**src/rtl/bsk_com_filter.sv**
```systemverilog
// Command-line input conditioning: 2-FF synchroniser, prescaled per-channel debounce,
// change pulse and sticky change mask. Optional glitch counter under BSK_COM_GLITCH_CNT_EN.
module bsk_com_filter #(
  parameter int unsigned       WIDTH      = 16,
  parameter int unsigned       PRESCALE   = 50,
  parameter int unsigned       FILTER_LEN = 8,
  parameter logic [WIDTH-1:0]  RESET_VAL  = '0
) (
  input  logic             clk,
  input  logic             iRes,
  input  logic [WIDTH-1:0] iComRaw,
  input  logic             iClr,
  output logic [WIDTH-1:0] oCom,
  output logic             oChange,
  output logic [WIDTH-1:0] oChangeMask,
  output logic             oTick
`ifdef BSK_COM_GLITCH_CNT_EN
  ,
  output logic [7:0]       oGlitchCnt
`endif
);

  localparam int unsigned PW = (PRESCALE > 1) ? $clog2(PRESCALE) : 1;
  localparam int unsigned CW = $clog2(FILTER_LEN + 1);

  typedef enum logic {
    STABLE  = 1'b0,
    PENDING = 1'b1
  } chState_t;

  logic [WIDTH-1:0] sync1, sync2;
  logic [PW-1:0]    pcnt;
  logic [CW-1:0]    cnt     [WIDTH];
  logic [CW-1:0]    cntNext [WIDTH];
  chState_t         chState [WIDTH];
  logic [WIDTH-1:0] comNext;
  logic [WIDTH-1:0] toggle;
`ifdef BSK_COM_GLITCH_CNT_EN
  logic [WIDTH-1:0] glitch;
  logic [7:0]       glitchCntNext;
  int unsigned      glitchNum;
  int unsigned      glitchSum;
`endif

  always_ff @(posedge clk or posedge iRes) begin
    if (iRes) begin
      pcnt <= '0;
    end else if (pcnt == PW'(PRESCALE - 1)) begin
      pcnt <= '0;
    end else begin
      pcnt <= pcnt + 1'b1;
    end
  end

  assign oTick = (pcnt == PW'(PRESCALE - 1));

  // Channel state is implied by its counter; STABLE already holds cnt=0.
  always_comb begin
    cntNext = cnt;
    comNext = oCom;
    toggle  = '0;
`ifdef BSK_COM_GLITCH_CNT_EN
    glitch  = '0;
`endif
    for (int unsigned i = 0; i < WIDTH; i++) begin
      chState[i] = (cnt[i] != '0) ? PENDING : STABLE;
      if (oTick) begin
        if (sync2[i] != oCom[i]) begin
          if (cnt[i] == CW'(FILTER_LEN - 1)) begin
            cntNext[i] = '0;
            comNext[i] = sync2[i];
            toggle[i]  = 1'b1;
          end else begin
            cntNext[i] = cnt[i] + 1'b1;
          end
        end else if (chState[i] == PENDING) begin
          cntNext[i] = '0;
`ifdef BSK_COM_GLITCH_CNT_EN
          glitch[i]  = 1'b1;
`endif
        end
      end
    end
  end

  always_ff @(posedge clk or posedge iRes) begin
    if (iRes) begin
      sync1       <= RESET_VAL;
      sync2       <= RESET_VAL;
      oCom        <= RESET_VAL;
      cnt         <= '{default: '0};
      oChange     <= 1'b0;
      oChangeMask <= '0;
    end else begin
      sync1       <= iComRaw;
      sync2       <= sync1;
      oCom        <= comNext;
      cnt         <= cntNext;
      oChange     <= |toggle;
      oChangeMask <= (iClr ? '0 : oChangeMask) | toggle;
    end
  end

`ifdef BSK_COM_GLITCH_CNT_EN
  // Saturating add of this tick's rejections; a clear overrides any increment.
  always_comb begin
    glitchNum = 0;
    for (int unsigned i = 0; i < WIDTH; i++) begin
      glitchNum += {31'd0, glitch[i]};
    end
    glitchSum = {24'd0, oGlitchCnt} + glitchNum;
    if (iClr) begin
      glitchCntNext = '0;
    end else if (glitchSum > 32'd255) begin
      glitchCntNext = '1;
    end else begin
      glitchCntNext = glitchSum[7:0];
    end
  end

  always_ff @(posedge clk or posedge iRes) begin
    if (iRes) begin
      oGlitchCnt <= '0;
    end else begin
      oGlitchCnt <= glitchCntNext;
    end
  end
`endif

endmodule

```
**config.mk**
```make
export PLATFORM = sky130hd
export DESIGN_NAME = bsk_com_filter
export DESIGN_NICKNAME = d
export VERILOG_FILES = /design/src/rtl/bsk_com_filter.sv
export SDC_FILE = /design/constraint.sdc
export NUM_CORES = 1
export LEC_CHECK = 0
export ABC_AREA = 1
export CELL_PAD_IN_SITES_DETAIL_PLACEMENT = 0
export CELL_PAD_IN_SITES_GLOBAL_PLACEMENT = 1
export CORE_ASPECT_RATIO = 0.8
export CORE_UTILIZATION = 48
export DETAILED_ROUTE_END_ITERATION = 10
export HOLD_SLACK_MARGIN = 0.06
export PLACE_DENSITY = 0.92
export REMOVE_ABC_BUFFERS = 1
export SYNTH_ARGS = -nofsm -noshare
export SYNTH_HDL_FRONTEND = slang
export SYNTH_SLANG_ARGS = --single-unit
export TNS_END_PERCENT = 30
```
**constraint.sdc**
```tcl
create_clock -name clk -period 6.8 [get_ports clk]
set_input_delay 0.68 -clock clk [delete_from_list [all_inputs] [get_ports clk]]
set_output_delay 0.68 -clock clk [all_outputs]
set_load 0.05 [all_outputs]
```
; Yosys cells after proc, flatten, opt, wreduce, memory -nomap -nowiden
; Cells that the tools add are included.
[word_totals]
output_inout_bits = 34
elab_cells = 267
register_bits = 135
inputBits = 19
[op_classes]
eq_ne = 33
bitwise = 1
mux = 114
n_addsub = 17
reduce_logical = 65
[op_table]
columns = cell, n
row1 = $mux 4, 48
row2 = $add 4x1->4 const B, 16
row3 = $eq 4x3->1 const B, 16
row4 = $mux 1, 64
row5 = $reduce_bool 4->1, 16
row6 = $reduce_and 3->1, 16
row7 = $reduce_and 2->1, 16
row8 = $reduce_bool 2->1, 16
row9 = $mux 16, 1
row10 = $ne 1x1->1, 16
row11 = $or 16x16->16, 1
row12 = $reduce_or 16->1, 1
row13 = $add 6x1->6 const B, 1
row14 = $eq 6x6->1 const B, 1
row15 = $mux 6, 1

; Depth between registers and ports, before layout
[depth]
word_depth = 5
ltp_mapped = 11
ltp_nobuf = 10

; Worst setup path before layout
; OpenSTA, ideal clock, no wires.
[synth_timing]
path_type = reg-to-output
startpoint = register pcnt[1]
endpoint = output oTick
setup_slack_ns = 4.896
n_path_buf = 2
arrival_ns = 1.224
stages_incl_launch_ff = 7
required_ns = 6.120
cell_sequence = dfrtp_1 -> inv_1 -> ha_1 -> nand3_1 -> nor2_1 -> buf_4 -> buf_2
[synth_between]
elab_chain_len = 1
[synth_lines]
columns = item, line_no
row1 = from (decl), 32  ; logic [PW-1:0] pcnt;
row2 = from (signal assigned), 51  ; pcnt <= pcnt + 1'b1;
row3 = $eq 6x6->1, 55  ; assign oTick = (pcnt == PW'(PRESCALE - 1));
row4 = to (decl), 16  ; output logic oTick
; Every way passes these cells.

; Worst setup path after layout
; Same ends and word-level chain as after synthesis.

==> run_results.csv <==
group,metric,value,unit
global_routing,antenna_found_initial,0,
route,firstDrtPassIters,5,
final_layout,syn_to_final_growth,19.4,%
route,drtIter0Drc,268,
synthesis,synth-edff-count,0,
synthesis,ys_types,31,
pwr,swShare,0.227,
placement,portBuffers,52,
synthesis,synth_area,6490,µm²
critical_path,crit_path_end_kind,"output pin",
timing,skew,0.0103,ns
route,drt_wl_total,12700,µm
timing,relSlewSlack,0.378,
route,detail_route.wl_per_cell,13.1,µm
critical_path,r2r_start,"pcnt[0]",
critical_path,r2r_slack,4.58,ns
worst_hold_path,hold_class,"reg -> reg",
clock_network,cts-root-buf,"clkbuf_16",
timing,hold_viol,0,
placement,pre_cts_slack,4.10,ns
timing,fin_tns_setup,0,ns
worst_hold_path,whs_endpoint,"sync2[12]",
pwr,fin_total_pwr,1.80,mW
critical_path,worstReg2RegEnd,"oChange",
synthesis,synth_top_area_frac,0.520,
clock_network,ctsHoldBuffers,0,
floorplan,io_pins,53,
floorplan,die_w,132,µm
timing,finalWorstSetupSlack,4.07,ns
final_layout,post-route-util,0.596,
synthesis,yosysTopAreaCell,"dfrtp_1",
timing,fmax,0.366,GHz
pwr,vdd_drop_max,0.000170,V
critical_path,crit_required,6.12,ns
pwr,p_switching,408,µW
floorplan,rows,37,
global_routing,grt_max_degree,72,
floorplan,core,13000,µm²
synthesis,ys_warn_count,0,
synthesis,avgSynthCellArea,8.98,µm²
clock_network,postCtsSetupBuffers,0,
placement,gp_routability_congestion,0.834,
critical_path,cp-start-kind,"flop",
clock_network,cts_resized,0,
final_layout,insertedDiodeCount,0,
final_layout,layout_common_cells,"nand2_1, dfrtp_1, inv_1, nor2_1, o21ai_0",
route,ant_nets,0,
status,status,"finished, final reports clean",
final_layout,drive_gt1_frac,0.0640,
clock_network,clk_latency,0.42,ns
global_routing,grt_pass1_wl,22000,µm
floorplan,die_area,14000,µm²
placement,hpwl,8570,µm
synthesis,synthArstFlopShare,1.00,
route,vias,4905,
timing,hold_slack,0.345,ns
synthesis,ys_seq_elements,135,
worst_hold_path,min_from,"sync1[12]",
run,maxCapViolations,0,
global_routing,grt_pass1_vias,4821,
pwr,share_comb_of_total_power,0.033,
timing,finalCritPeriodShare,0.401,
timing,finalCriticalPeriod,2.73,ns
clock_network,cts_max_path_buffers,2,
synthesis,synth_area_leaders,"dfrtp_1, nand2_1, inv_1",
global_routing,grt_usage,0.199,
route,drc_errors,0,
pwr,clockPowerShare,0.511,
clock_network,htreeDepth,4,
global_routing,grt_remaining_overflow,0,
pwr,pwr-share-seq,0.456,
pwr,intPower,1.39,mW
route,avgViaCountPerCell,5.05,
critical_path,critPathKind,"reg -> out",
critical_path,cp.arrival,2.05,ns
pwr,total_leakage_power,3.68,nW
timing,worstMarginPinSlew,0.930,ns
floorplan,start_util,0.499,
synthesis,yosysSeqAreaShare,0.520,
worst_hold_path,min_path_cells,0,
final_layout,final_common_cell,"nand2_1",
timing,setup_viol,0,
pwr,power_density,232,nW/µm²
clock_network,cts_num_sinks,135,
clock_network,cts_tree,"yes",
clock_network,numCtsBuffers,17,
synthesis,synth_ff_type,"dfrtp_1",
floorplan,die_h,106,µm
final_layout,nNetsFinal,837,
critical_path,rr_worst_depth,9,
critical_path,crit_fanout,3,
timing,drv_slew,0,
timing,rsz0062_at_grt,"false",
clock_network,clkTransAtPathRegs,0.06,ns
synthesis,syn_inst,723,
## registers in the layout (all words and copies together) (netlist names)
signal,flops
oCom,16
sync2,16
cnt,64
sync1,16
oChangeMask,16
oChange,1
pcnt,6
## power groups by stage
stage | sequential [mW] | combinational (mW) | clock, mW
6_report | 0.819 | 0.0597 | 0.917
5_1_grt | 0.819 | 0.0692 | 0.964
4_1_cts | 0.819 | 0.0615 | 0.932
3_5_place_dp | 0.833 | 0.0613 | 0
3_3_place_gp | 0.833 | 0.0597 | 0
2_1_floorplan | 0.832 | 0.0379 | 0
## final cells by class
class                      count  area [µm²]
clock inverter                13         149
multi-input combinational    460        2590
fill                        1092        5260
sequential                   135        3380
inverter                     116         438
timing repair buffer          54         536
clock buffer                  19         443
tap                          175         219
## critical path, stage by stage, from the launching register on
cell and delay [ns]:
dfrtp_1 0.40, inv_1 0.06, ha_1 0.17, nand3_1 0.09
nor2_2 0.11, clkdlybuf4s50_1 0.81
## routing by layer
| layer | routed length, µm | GRT usage | up-vias |
|---|---|---|---|
| met4 | 104 | 0.0706 | 0 |
| met2 | 6000 | 0.317 | 85 |
| met1 | 6120 | 0.265 | 2363 |
| li1 | - | - | 2444 |
| met3 | 467 | 0.0491 | 13 |
| met5 | 0 | 0 | - |
## synth_stat cells, types with 2 or more instances
library cell	count
buf_2	4
o21ai_0	61
o22ai_1	33
nor3b_1	2
buf_6	3
nor2_1	71
ha_1	34
a21oi_2	3
a21oi_1	2
nand3_1	39
dfrtp_1	135
a21oi_4	7
o21ai_1	25
xnor2_1	8
nand2_1	138
nor3_1	2
a22o_1	2
xor2_1	25
inv_1	115
clkbuf_1	2
or2_1	2
## stage by stage
step | instances | cell area [µm²]
after CTS | 972 | 7750
after global placement | 940 | 7160
final | 972 | 7750
after detailed placement | 940 | 7160
after global routing | 972 | 7750
after floorplan | 711 | 6400
## kinds of logic (layout without fill, tap and decap cells)
logic type | after synthesis | count (layout) | synth area share
fa+ha+maj | 34 | 34 | 0.0655
buf+inv | 128 | 202 | 0.0813
flops | 135 | 135 | 0.520
xor+xnor | 33 | 33 | 0.0445
compound gates | 135 | 135 | 0.127
simple gates | 258 | 258 | 0.161
## how the worst max path moves through the flow
stage	startpoint	to	slack, ns
after floorplan	iRes	cnt[0]	2.51
after global placement	iRes	cnt[17]	4.13
after detailed placement	iRes	cnt[17]	4.10
after CTS	pcnt[1]	oTick	4.05
after global routing	pcnt[1]	oTick	3.99
final	pcnt[1]	oTick	4.07
No activity file was read; power rests on OpenSTA's default activity.
